### config.mk
export PLATFORM = sky130hd
export DESIGN_NAME = pong_game_ctrl
export DESIGN_NICKNAME = d
export VERILOG_FILES = /design/src/rtl/pong_game_ctrl.sv
export SDC_FILE = /design/constraint.sdc
export NUM_CORES = 1
export LEC_CHECK = 0
export ABC_AREA = 1
export BUFFER_PORTS_ARGS = -buffer_cell sky130_fd_sc_hd__buf_4
export CORE_MARGIN = 4
export CORE_UTILIZATION = 45
export CTS_CLUSTER_DIAMETER = 60
export DETAILED_ROUTE_END_ITERATION = 10
export PLACE_DENSITY = 0.64
export REMOVE_ABC_BUFFERS = 1
export SETUP_SLACK_MARGIN = 0.02
export SYNTH_ARGS = -nofsm -noshare
export SYNTH_HDL_FRONTEND = slang
export SYNTH_SLANG_ARGS = --single-unit
### constraint.sdc
create_clock -name CLK_50 -period 7.92 [get_ports CLK_50]
set_input_delay 0.792 -clock CLK_50 [delete_from_list [all_inputs] [get_ports CLK_50]]
set_output_delay 0.792 -clock CLK_50 [all_outputs]
set_load 0.02 [all_outputs]
### src/rtl/pong_game_ctrl.sv
// rtl/pong_game_ctrl.sv - Pong game-state controller: ball/paddle motion, scoring, serve/play/game-over sequencing
// Updates once per frame_tick; every output comes straight from a register.
module pong_game_ctrl #(
    parameter int BALL_SIZE    = 5,
    parameter int PADDLE_W     = 10,
    parameter int PADDLE_H     = 120,
    parameter int P1_X         = 20,
    parameter int P2_X         = 610,
    parameter int BALL_SPEED   = 2,
    parameter int PADDLE_SPEED = 4,
    parameter int WIN_SCORE    = 9,
    parameter int SERVE_DELAY  = 60
) (
    input  logic       CLK_50,
    input  logic       RST_N,
    input  logic       frame_tick,
    input  logic       serve,
    input  logic       P1_up,
    input  logic       P1_down,
    input  logic       P2_up,
    input  logic       P2_down,
    output logic [9:0] ball_x,
    output logic [9:0] ball_y,
    output logic [9:0] P1_paddle_y,
    output logic [9:0] P2_paddle_y,
    output logic [3:0] P1_score,
    output logic [3:0] P2_score,
    output logic [2:0] state,
    output logic       game_over
);

    localparam int CW = $clog2(SERVE_DELAY + 1);

    localparam logic [10:0] C_TOP        = 11'd2;
    localparam logic [10:0] C_BALL_Y_MAX = 11'(478 - BALL_SIZE);
    localparam logic [10:0] C_PAD_Y_MAX  = 11'(478 - PADDLE_H);
    localparam logic [10:0] C_P1_FACE    = 11'(P1_X + PADDLE_W);
    localparam logic [10:0] C_P2_FACE    = 11'(P2_X - BALL_SIZE);
    localparam logic [10:0] C_BSPD       = 11'(BALL_SPEED);
    localparam logic [10:0] C_PSPD       = 11'(PADDLE_SPEED);
    localparam logic [10:0] C_BSIZE      = 11'(BALL_SIZE);
    localparam logic [10:0] C_PH         = 11'(PADDLE_H);
    localparam logic [10:0] C_RIGHT_WALL = 11'd637;
    localparam logic [9:0]  C_CX         = 10'd320;
    localparam logic [9:0]  C_CY         = 10'd240;
    localparam logic [9:0]  C_PAD0       = 10'd180;
    localparam logic [3:0]  C_WIN        = 4'(WIN_SCORE);
    localparam logic [CW-1:0] C_CNT_LAST = CW'(SERVE_DELAY - 1);

    typedef enum logic [2:0] {
        S_IDLE       = 3'd0,
        S_SERVE_WAIT = 3'd1,
        S_PLAY       = 3'd2,
        S_POINT      = 3'd3,
        S_GAME_OVER  = 3'd4
    } state_t;

    state_t        r_state, w_next_state;
    logic          r_game_over;
    logic [9:0]    r_ball_x, r_ball_y, r_p1_y, r_p2_y;
    logic [9:0]    w_ball_x_nxt, w_ball_y_nxt, w_p1_y_nxt, w_p2_y_nxt;
    logic          r_dir_x, r_dir_y, w_dir_x_nxt, w_dir_y_nxt;
    logic [3:0]    r_p1_score, r_p2_score, w_p1_score_nxt, w_p2_score_nxt;
    logic [CW-1:0] r_cnt, w_cnt_nxt;
    logic          r_point_p2, w_point_p2_nxt;

    logic [10:0]   w_bx, w_by, w_p1, w_p2;
    logic          w_ov1, w_ov2, w_hit_l, w_hit_r, w_miss_l, w_miss_r;
    logic [3:0]    w_scorer, w_score_inc;
    logic          w_win;

    // Clamped paddle step; compares before subtracting so the row never wraps.
    function automatic logic [9:0] f_paddle(input logic [9:0] py, input logic up, input logic dn);
        logic [10:0] w_py;
        w_py     = {1'b0, py};
        f_paddle = py;
        if (up && !dn)
            f_paddle = (w_py <= C_TOP + C_PSPD) ? 10'(C_TOP) : 10'(w_py - C_PSPD);
        else if (dn && !up)
            f_paddle = (w_py + C_PSPD >= C_PAD_Y_MAX) ? 10'(C_PAD_Y_MAX) : 10'(w_py + C_PSPD);
    endfunction

    assign w_bx = {1'b0, r_ball_x};
    assign w_by = {1'b0, r_ball_y};
    assign w_p1 = {1'b0, r_p1_y};
    assign w_p2 = {1'b0, r_p2_y};

    assign w_ov1    = (w_by + C_BSIZE > w_p1) && (w_by < w_p1 + C_PH);
    assign w_ov2    = (w_by + C_BSIZE > w_p2) && (w_by < w_p2 + C_PH);
    assign w_hit_l  = !r_dir_x && (w_bx >= C_P1_FACE) && (w_bx <= C_P1_FACE + C_BSPD) && w_ov1;
    assign w_miss_l = !r_dir_x && !w_hit_l && (w_bx <= C_TOP + C_BSPD);
    assign w_hit_r  = r_dir_x && (w_bx <= C_P2_FACE) && (w_bx + C_BSPD >= C_P2_FACE) && w_ov2;
    assign w_miss_r = r_dir_x && !w_hit_r && (w_bx + C_BSIZE + C_BSPD >= C_RIGHT_WALL);

    assign w_scorer    = r_point_p2 ? r_p2_score : r_p1_score;
    assign w_score_inc = (w_scorer >= C_WIN) ? C_WIN : w_scorer + 4'd1;
    assign w_win       = (w_score_inc == C_WIN);

    always_ff @(posedge CLK_50 or negedge RST_N) begin
        if (!RST_N) begin
            r_state     <= S_IDLE;
            r_game_over <= 1'b0;
        end else begin
            r_state     <= w_next_state;
            r_game_over <= (w_next_state == S_GAME_OVER);
        end
    end

    always_comb begin
        w_next_state = r_state;
        case (r_state)
            S_IDLE:       if (serve) w_next_state = S_SERVE_WAIT;
            S_SERVE_WAIT: if (frame_tick && r_cnt == C_CNT_LAST) w_next_state = S_PLAY;
            S_PLAY:       if (frame_tick && (w_miss_l || w_miss_r)) w_next_state = S_POINT;
            S_POINT:      w_next_state = w_win ? S_GAME_OVER : S_SERVE_WAIT;
            S_GAME_OVER:  if (serve) w_next_state = S_SERVE_WAIT;
            default:      w_next_state = S_IDLE;
        endcase
    end

    always_comb begin
        w_ball_x_nxt   = r_ball_x;
        w_ball_y_nxt   = r_ball_y;
        w_dir_x_nxt    = r_dir_x;
        w_dir_y_nxt    = r_dir_y;
        w_p1_y_nxt     = r_p1_y;
        w_p2_y_nxt     = r_p2_y;
        w_p1_score_nxt = r_p1_score;
        w_p2_score_nxt = r_p2_score;
        w_cnt_nxt      = r_cnt;
        w_point_p2_nxt = r_point_p2;
        case (r_state)
            S_IDLE: if (serve) w_cnt_nxt = '0;
            S_SERVE_WAIT: if (frame_tick) begin
                w_p1_y_nxt = f_paddle(r_p1_y, P1_up, P1_down);
                w_p2_y_nxt = f_paddle(r_p2_y, P2_up, P2_down);
                w_cnt_nxt  = (r_cnt == C_CNT_LAST) ? '0 : r_cnt + 1'b1;
            end
            S_PLAY: if (frame_tick) begin
                w_p1_y_nxt = f_paddle(r_p1_y, P1_up, P1_down);
                w_p2_y_nxt = f_paddle(r_p2_y, P2_up, P2_down);
                if (r_dir_y) begin
                    if (w_by + C_BSPD >= C_BALL_Y_MAX) begin
                        w_ball_y_nxt = 10'(C_BALL_Y_MAX);
                        w_dir_y_nxt  = 1'b0;
                    end else begin
                        w_ball_y_nxt = 10'(w_by + C_BSPD);
                    end
                end else begin
                    if (w_by <= C_TOP + C_BSPD) begin
                        w_ball_y_nxt = 10'(C_TOP);
                        w_dir_y_nxt  = 1'b1;
                    end else begin
                        w_ball_y_nxt = 10'(w_by - C_BSPD);
                    end
                end
                // On a miss x stays put; POINT recentres the ball next cycle.
                if (w_hit_l) begin
                    w_ball_x_nxt = 10'(C_P1_FACE);
                    w_dir_x_nxt  = 1'b1;
                end else if (w_hit_r) begin
                    w_ball_x_nxt = 10'(C_P2_FACE);
                    w_dir_x_nxt  = 1'b0;
                end else if (w_miss_l) begin
                    w_point_p2_nxt = 1'b1;
                end else if (w_miss_r) begin
                    w_point_p2_nxt = 1'b0;
                end else begin
                    w_ball_x_nxt = r_dir_x ? 10'(w_bx + C_BSPD) : 10'(w_bx - C_BSPD);
                end
            end
            S_POINT: begin
                if (r_point_p2) w_p2_score_nxt = w_score_inc;
                else            w_p1_score_nxt = w_score_inc;
                if (!w_win) begin
                    w_ball_x_nxt = C_CX;
                    w_ball_y_nxt = C_CY;
                    w_dir_x_nxt  = !r_point_p2;
                    w_cnt_nxt    = '0;
                end
            end
            S_GAME_OVER: if (serve) begin
                w_p1_score_nxt = 4'd0;
                w_p2_score_nxt = 4'd0;
                w_ball_x_nxt   = C_CX;
                w_ball_y_nxt   = C_CY;
                w_cnt_nxt      = '0;
            end
            default: ;
        endcase
    end

    always_ff @(posedge CLK_50 or negedge RST_N) begin
        if (!RST_N) begin
            r_ball_x   <= C_CX;
            r_ball_y   <= C_CY;
            r_dir_x    <= 1'b1;
            r_dir_y    <= 1'b1;
            r_p1_y     <= C_PAD0;
            r_p2_y     <= C_PAD0;
            r_p1_score <= 4'd0;
            r_p2_score <= 4'd0;
            r_cnt      <= '0;
            r_point_p2 <= 1'b0;
        end else begin
            r_ball_x   <= w_ball_x_nxt;
            r_ball_y   <= w_ball_y_nxt;
            r_dir_x    <= w_dir_x_nxt;
            r_dir_y    <= w_dir_y_nxt;
            r_p1_y     <= w_p1_y_nxt;
            r_p2_y     <= w_p2_y_nxt;
            r_p1_score <= w_p1_score_nxt;
            r_p2_score <= w_p2_score_nxt;
            r_cnt      <= w_cnt_nxt;
            r_point_p2 <= w_point_p2_nxt;
        end
    end

    assign ball_x      = r_ball_x;
    assign ball_y      = r_ball_y;
    assign P1_paddle_y = r_p1_y;
    assign P2_paddle_y = r_p2_y;
    assign P1_score    = r_p1_score;
    assign P2_score    = r_p2_score;
    assign state       = r_state;
    assign game_over   = r_game_over;

endmodule

# [Word-level counts from Yosys, hierarchy flattened]
# Cells that the tools add are included.
[word_totals] ff_bits=61 latchBits=0 mem_bits_rw=0 romBits=0 input_bits=8 output_inout_bits=52 n_memories=0
[classes] add_sub_neg=15 multipliers=0 div_mod_pow=0 magnitude_cmp=17 eq_ne=17 n_shift=0 muxes=51 bitwise_logic=2 n_reduce_logical=47
[op_table] op="$mux W10" n=22
[op_table] op="$pmux W10 S3" n=2
[op_table] op="$add A10 B3 Y11 const B" n=4
[op_table] op="$le A10 B3 Y1 const B" n=4
[op_table] op="$ge A11 B9 Y1 const B" n=3
[op_table] op="$mux W6" n=4
[op_table] op="$add A10 B2 Y11 const B" n=2
[op_table] op="$add A10 B7 Y11 const B" n=2
[op_table] op="$ge A11 B10 Y1 const B" n=2
[op_table] op="$gt A11 B10 Y1" n=2
[op_table] op="$lt A10 B11 Y1" n=2
[op_table] op="$mux W4" n=5
[op_table] op="$sub A10 B2 Y10 const B" n=2
[op_table] op="$sub A10 B3 Y10 const B" n=2
[op_table] op="$logic_and A1 B1 Y1" n=18
[op_table] op="$pmux W6 S3" n=1
[op_table] op="$pmux W4 S2" n=2
[op_table] op="$mux W3" n=4
[op_table] op="$ne A2 B2 Y1 const B" n=6
[op_table] op="$pmux W3 S4" n=1
[op_table] op="$reduce_and A3 Y1" n=4
[op_table] op="$reduce_and A4 Y1" n=3
[op_table] op="$add A11 B2 Y11 const B" n=1
[op_table] op="$ge A10 B5 Y1 const B" n=1
[op_table] op="other kinds (25)" n=50

# [Depth between registers and ports, before layout]
[logic_depth] ltp_word=13 ltp_mapped=23

# [Least setup slack after synthesis]
# OpenSTA, ideal clock, no wires.
[synth_timing] path_kind="flip-flop to flip-flop" startpoint="register r_ball_y[2] (netlist: ball_y[2])" endpoint="register r_ball_x[7] (netlist: ball_x[7])" setup_time_ns=0.123 arrival_time_ns=2.878 required_time_ns=7.797 slack_ns=4.919 path_stages_with_launch=22 path_buffers=2 period_less_slack_ns=3.001 path_cell_list="dfrtp_1 buf_2 inv_1 ha_1 a21oi_1 nor3_1 a21oi_1 a21oi_1 ha_1 nand2_1 inv_1 nand2_1 nor2_1 a21oi_1 nand2_1 a21oi_2 nand3_2 nand3_2 nand3_4 buf_6 nand2_1 o21ai_2"
[synth_between] elab_chain_cells=9 word_cells_on_any_way=22 cone_classes="add/sub: 1; order compare: 4; eq/ne: 2; mux: 4; reduce/logical: 11"
[synth_lines] element="start: declaration" line="60" rtl="logic [9:0] r_ball_x, r_ball_y, r_p1_y, r_p2_y;"
[synth_lines] element="start signal: assignment" line="207" rtl="r_ball_y <= w_ball_y_nxt;"
[synth_lines] element="$add A10 B3 Y11" line="88, 89"
[synth_lines] element="$gt A11 B10 Y1 (on tied branches)" line="89, 88"
[synth_lines] element="$logic_and A1 B1 Y1 (on tied branches)" line="89, 88"
[synth_lines] element="$logic_and A1 B1 Y1 (on tied branches)" line="92, 90"
[synth_lines] element="$logic_not A1 Y1 (on tied branches)" line="93, 91"
[synth_lines] element="$logic_and A1 B1 Y1 (on tied branches) (2 in series)" line="93, 91"
[synth_lines] element="$ne A4 B4 Y1 (no line)"
[synth_lines] element="$reduce_and A6 Y1 (no line)"
[synth_lines] element="end signal: assignment" line="206" rtl="r_ball_x <= w_ball_x_nxt;"
[synth_lines] element="end: declaration" line="60"
# Several ways; a longest one is shown, not always the timed one. The select of a mux whose other input is x is not followed.
# A chain may end at the register's enable or synchronous reset.

# [Worst setup path after layout]
[layout_timing] startpoint="register r_ball_y[0] (netlist: ball_y[0])" endpoint="register r_ball_x[9] (netlist: ball_x[9])"
# The elaborated chain is that of the path after synthesis.

==> summary.txt <==
Clock tree
  – # resized after CTS: 0
  – Root buf cell: clkbuf_16
  – CTS Buffer Depth: 2
  – Post-cts hold buffer count: 0
  – Skew-Pair Late Insertion Delay: roughly 0.35 ns
  – H-tree depth: 3
  – CTS clk-pin slew, worst paths: 0.06 ns
  – Inserted Clock Buffers: 9
  – Clk sink count: 59
  – CTS tree: built
  – Post-CTS Setup Bufs: 0

Finish
  – Ant diodes: 0
  – Cell Count, Final, Fillers Out: around 1100
  – Fillers: between 1000 and 1500
  – Commonest non-fill, non-tap cell in the layout: nand2_1
  – Most frequent cells in the layout: 213 x nand2_1, 107 x inv_1, 96 x nor2_1
  – Nets@finish: between 1000 and 1500
  – Cell area after layout: approximately 7000 sq um
  – Share of layout cells above drive strength 1: approximately an eighth
  – Layout area overhead: 13.6%

Setup path
  – R2R setup slack: 4.65 ns
  – CP peak stage delay: between 0.5 and 0.6 ns
  – Arrival time at the worst endpoint: 3.49 ns
  – Most used cell, CP: nand2_1
  – Crit path cell chain: ha_1, nor2_1, nor2_2, nand3_1, nor2_1, xor2_1, ha_1, nand2_1, inv_1, nand2_1, nor2_1, a21oi_1, nand2_1, a21oi_2, nand3_2, nand3_2, nand3_4, nand2_1, o21ai_2
  – CP Launch Type: flop
  – Crit path max fanout: 18
  – Crit path capture type: flop
  – Crit Path Category: flop to flop
  – Crit-path slowest cell: dfrtp_1
  – Req. time, crit path: between 8 and 9 ns

Placement
  – Pre-CTS setup slack: 4.69 ns
  – Port Buffers: 57
  – HPWL Detailed: between 10 and 15 mm
  – Placed instance area: between 6000 and 7000 sq um
  – Placer Congestion: ~0.91
  – Dpl cells: about 1100

Power
  – Overall power: approximately 0.0017 W
  – Peak VDD IR: approximately 0.00011 V
  – Leakage: between 3 and 4 nW
  – Pwr/cell area: 249 nW/um^2

Timing
  – Setup TNS: 0 ns
  – Final setup viols: 0
  – Final cycle utilization of the critical path: between 40 and 50%
  – Max Transition Viols Final: 0
  – RSZ-0062 raised after global routing: false
  – Max Freq: 0.306 GHz
  – Final setup margin: approximately 4.7 ns
  – Worst Max-Slew Pin Slew: 0.761 ns
  – Post-layout minimum cycle time: between 3 and 4 ns
  – Max-slew headroom: between 40% and 50%
  – Clock skew: 0.0110 ns
  – Final Hold Fails: 0

Global routing
  – Tot GR Track Use: ~22%
  – Gr ovfl total: 0
  – Initial antenna violation count: 0
  – Vias in the first global route: approximately 5700
  – First-pass GRT wire length: roughly 29 mm
  – Largest net degree at the start of global routing: 60

Detailed routing
  – Total Routed Length: 17.1 mm
  – DR pass1 iterations: 7
  – Number of routed nets with antenna violations: 0
  – Routed vias/inst: roughly 5.4
  – Vias: 6116
  – Wire per inst: between 15 and 20 microns
  – DR DRC count: 0
  – Initial DRC count: about 560

Logic synthesis
  – Average size of a mapped cell: 6.85 sq um
  – Compound-cell area share of the yosys netlist: 15.2%
  – Largest family of logic cells by synthesized area: simple AND/OR/NAND/NOR gates
  – Synth area leaders: dfrtp_1 17%, ha_1 14%, nand2_1 13%
  – Mux share of post-synthesis cell area: 0%
  – Synthesized area: 6190 sq um
  – Share of async-settable or async-resettable flops after synthesis: 100%
  – Post-synthesis xor/xnor area fraction: under 10%
  – Synth unique cells: 51
  – Post-synthesis adder-cell area fraction: 14.2%
  – Post-synthesis cell count: 903
  – Seq cells post-synth: a little under 60
  – Synth Warn #: 0
  – Post-synthesis simple-gate area fraction: just over 30%
  – Seq/Total Area, Yosys: 24.2%
  – Leading area contributor after synthesis: dfrtp_1
  – Primary FF master, synth: dfrtp_1
  – Synth top area share: about 17%
  – Post-synth EDFFs: 0

Floorplanning
  – Die H: approximately 130 microns
  – Row count: 42
  – Die area: roughly 16000 sq um
  – Initial core utilization: between 40% and 50%
  – Core area: 13300 sq um
  – Io pins: 60
  – Die W: between 100 and 150 microns

Job
  – MaxCap Viol Count: 0

Min path
  – Hold Path Class: input port to async pin

Status
  – Run status: finished clean
[registers in the layout, summed over array words and instances (netlist names), 3 cells and up]
register     cells
ball_x          10
state            3
P1_score         4
P2_paddle_y      9
r_cnt            6
P1_paddle_y      9
P2_score         4
ball_y          10
[final cells by class]
type	count	area (sq um)	share of cell area, %
Inverter	116	435	6.20
Clock inverter	6	88.8	1.26
Clock buffer	10	229	3.26
Timing Repair Buffer	57	428	6.09
Multi-Input combinational cell	706	4130	58.8
Tap cell	176	220	3.13
Sequential cell	59	1500	21.3
[metal layers]
metal / track usage (%) / wire length [microns] / part of all wire, % / up-vias
met5: 0 / 0 / 0 / -
met4: 7.46 / 376 / 2.2 / 0
met3: 4.31 / 1030 / 6.0 / 35
met2: 35.9 / 7910 / 46 / 201
met1: 29.3 / 7800 / 46 / 2795
li1: - / - / - / 3085
[synth_stat cells (all sizes together) (3+ instances only)]
library cell / number
o21a: 3
buf: 16
a32oi: 3
nor4: 7
o22ai: 5
inv: 114
xnor2: 10
a22oi: 11
nor3: 19
xor2: 39
clkbuf: 7
or2: 5
o21ai: 77
nor2: 101
a31oi: 4
nand2: 215
nand3b: 5
o31ai: 3
dfstp: 16
a21oi: 43
ha: 70
dfrtp: 43
nand4: 19
nand3: 52
o221ai: 3
[critical path: cells and delay by family, from the launching register on]
family | cells | cell delay (ns)
AOI/OAI and AO/OA | 3 | 0.30
xor gates and xnor gates | 1 | 0.21
adders and majority gates | 2 | 0.56
buffers and inverters | 1 | 0.04
DFF | 1 | 0.57
and+or+nand+nor | 12 | 1.46
[power by group]
part | total, W | internal [W] | switching (W)
clock network | 0.000431 | 0.000276 | 0.000155
logic | 0.000860 | 0.000329 | 0.000532
registers | 0.000455 | 0.000365 | 0.0000904
total | 0.00175 | 0.000969 | 0.000777
[path summary, 6_finish.rpt]
path	to	from	cells after the start
max	ball_x[9]	ball_y[0]	19
min	P1_paddle_y[3]	RST_N	1
max reg2reg	ball_x[9]	ball_y[0]	19
min reg2reg	P2_score[0]	P2_score[0]	2
max in group asynchronous	ball_x[9]	RST_N	1
min in group CLK_50	P2_score[0]	P2_score[0]	2
[stage by stage]
| stage | hold slack [ns] | utilization (%) |
|---|---|---|
| floorplan | 0.496 | - |
| global placement | 0.496 | 50.3 |
| detailed placement | 0.506 | 50.3 |
| CTS | 0.522 | 52.6 |
| global route | 0.538 | 52.6 |
| finish | 0.513 | 52.6 |
[cells by family (layout without fill, tap and decap cells)]
group           Yosys count  count (layout)
flops                    59              59
xor+xnor                 49              49
fa+ha+maj                70              70
compound gates          160             160
simple gates            425             425
buf+inv                 139             189
other cells               1               2
Note: power is estimated with default switching activity, not from simulation.
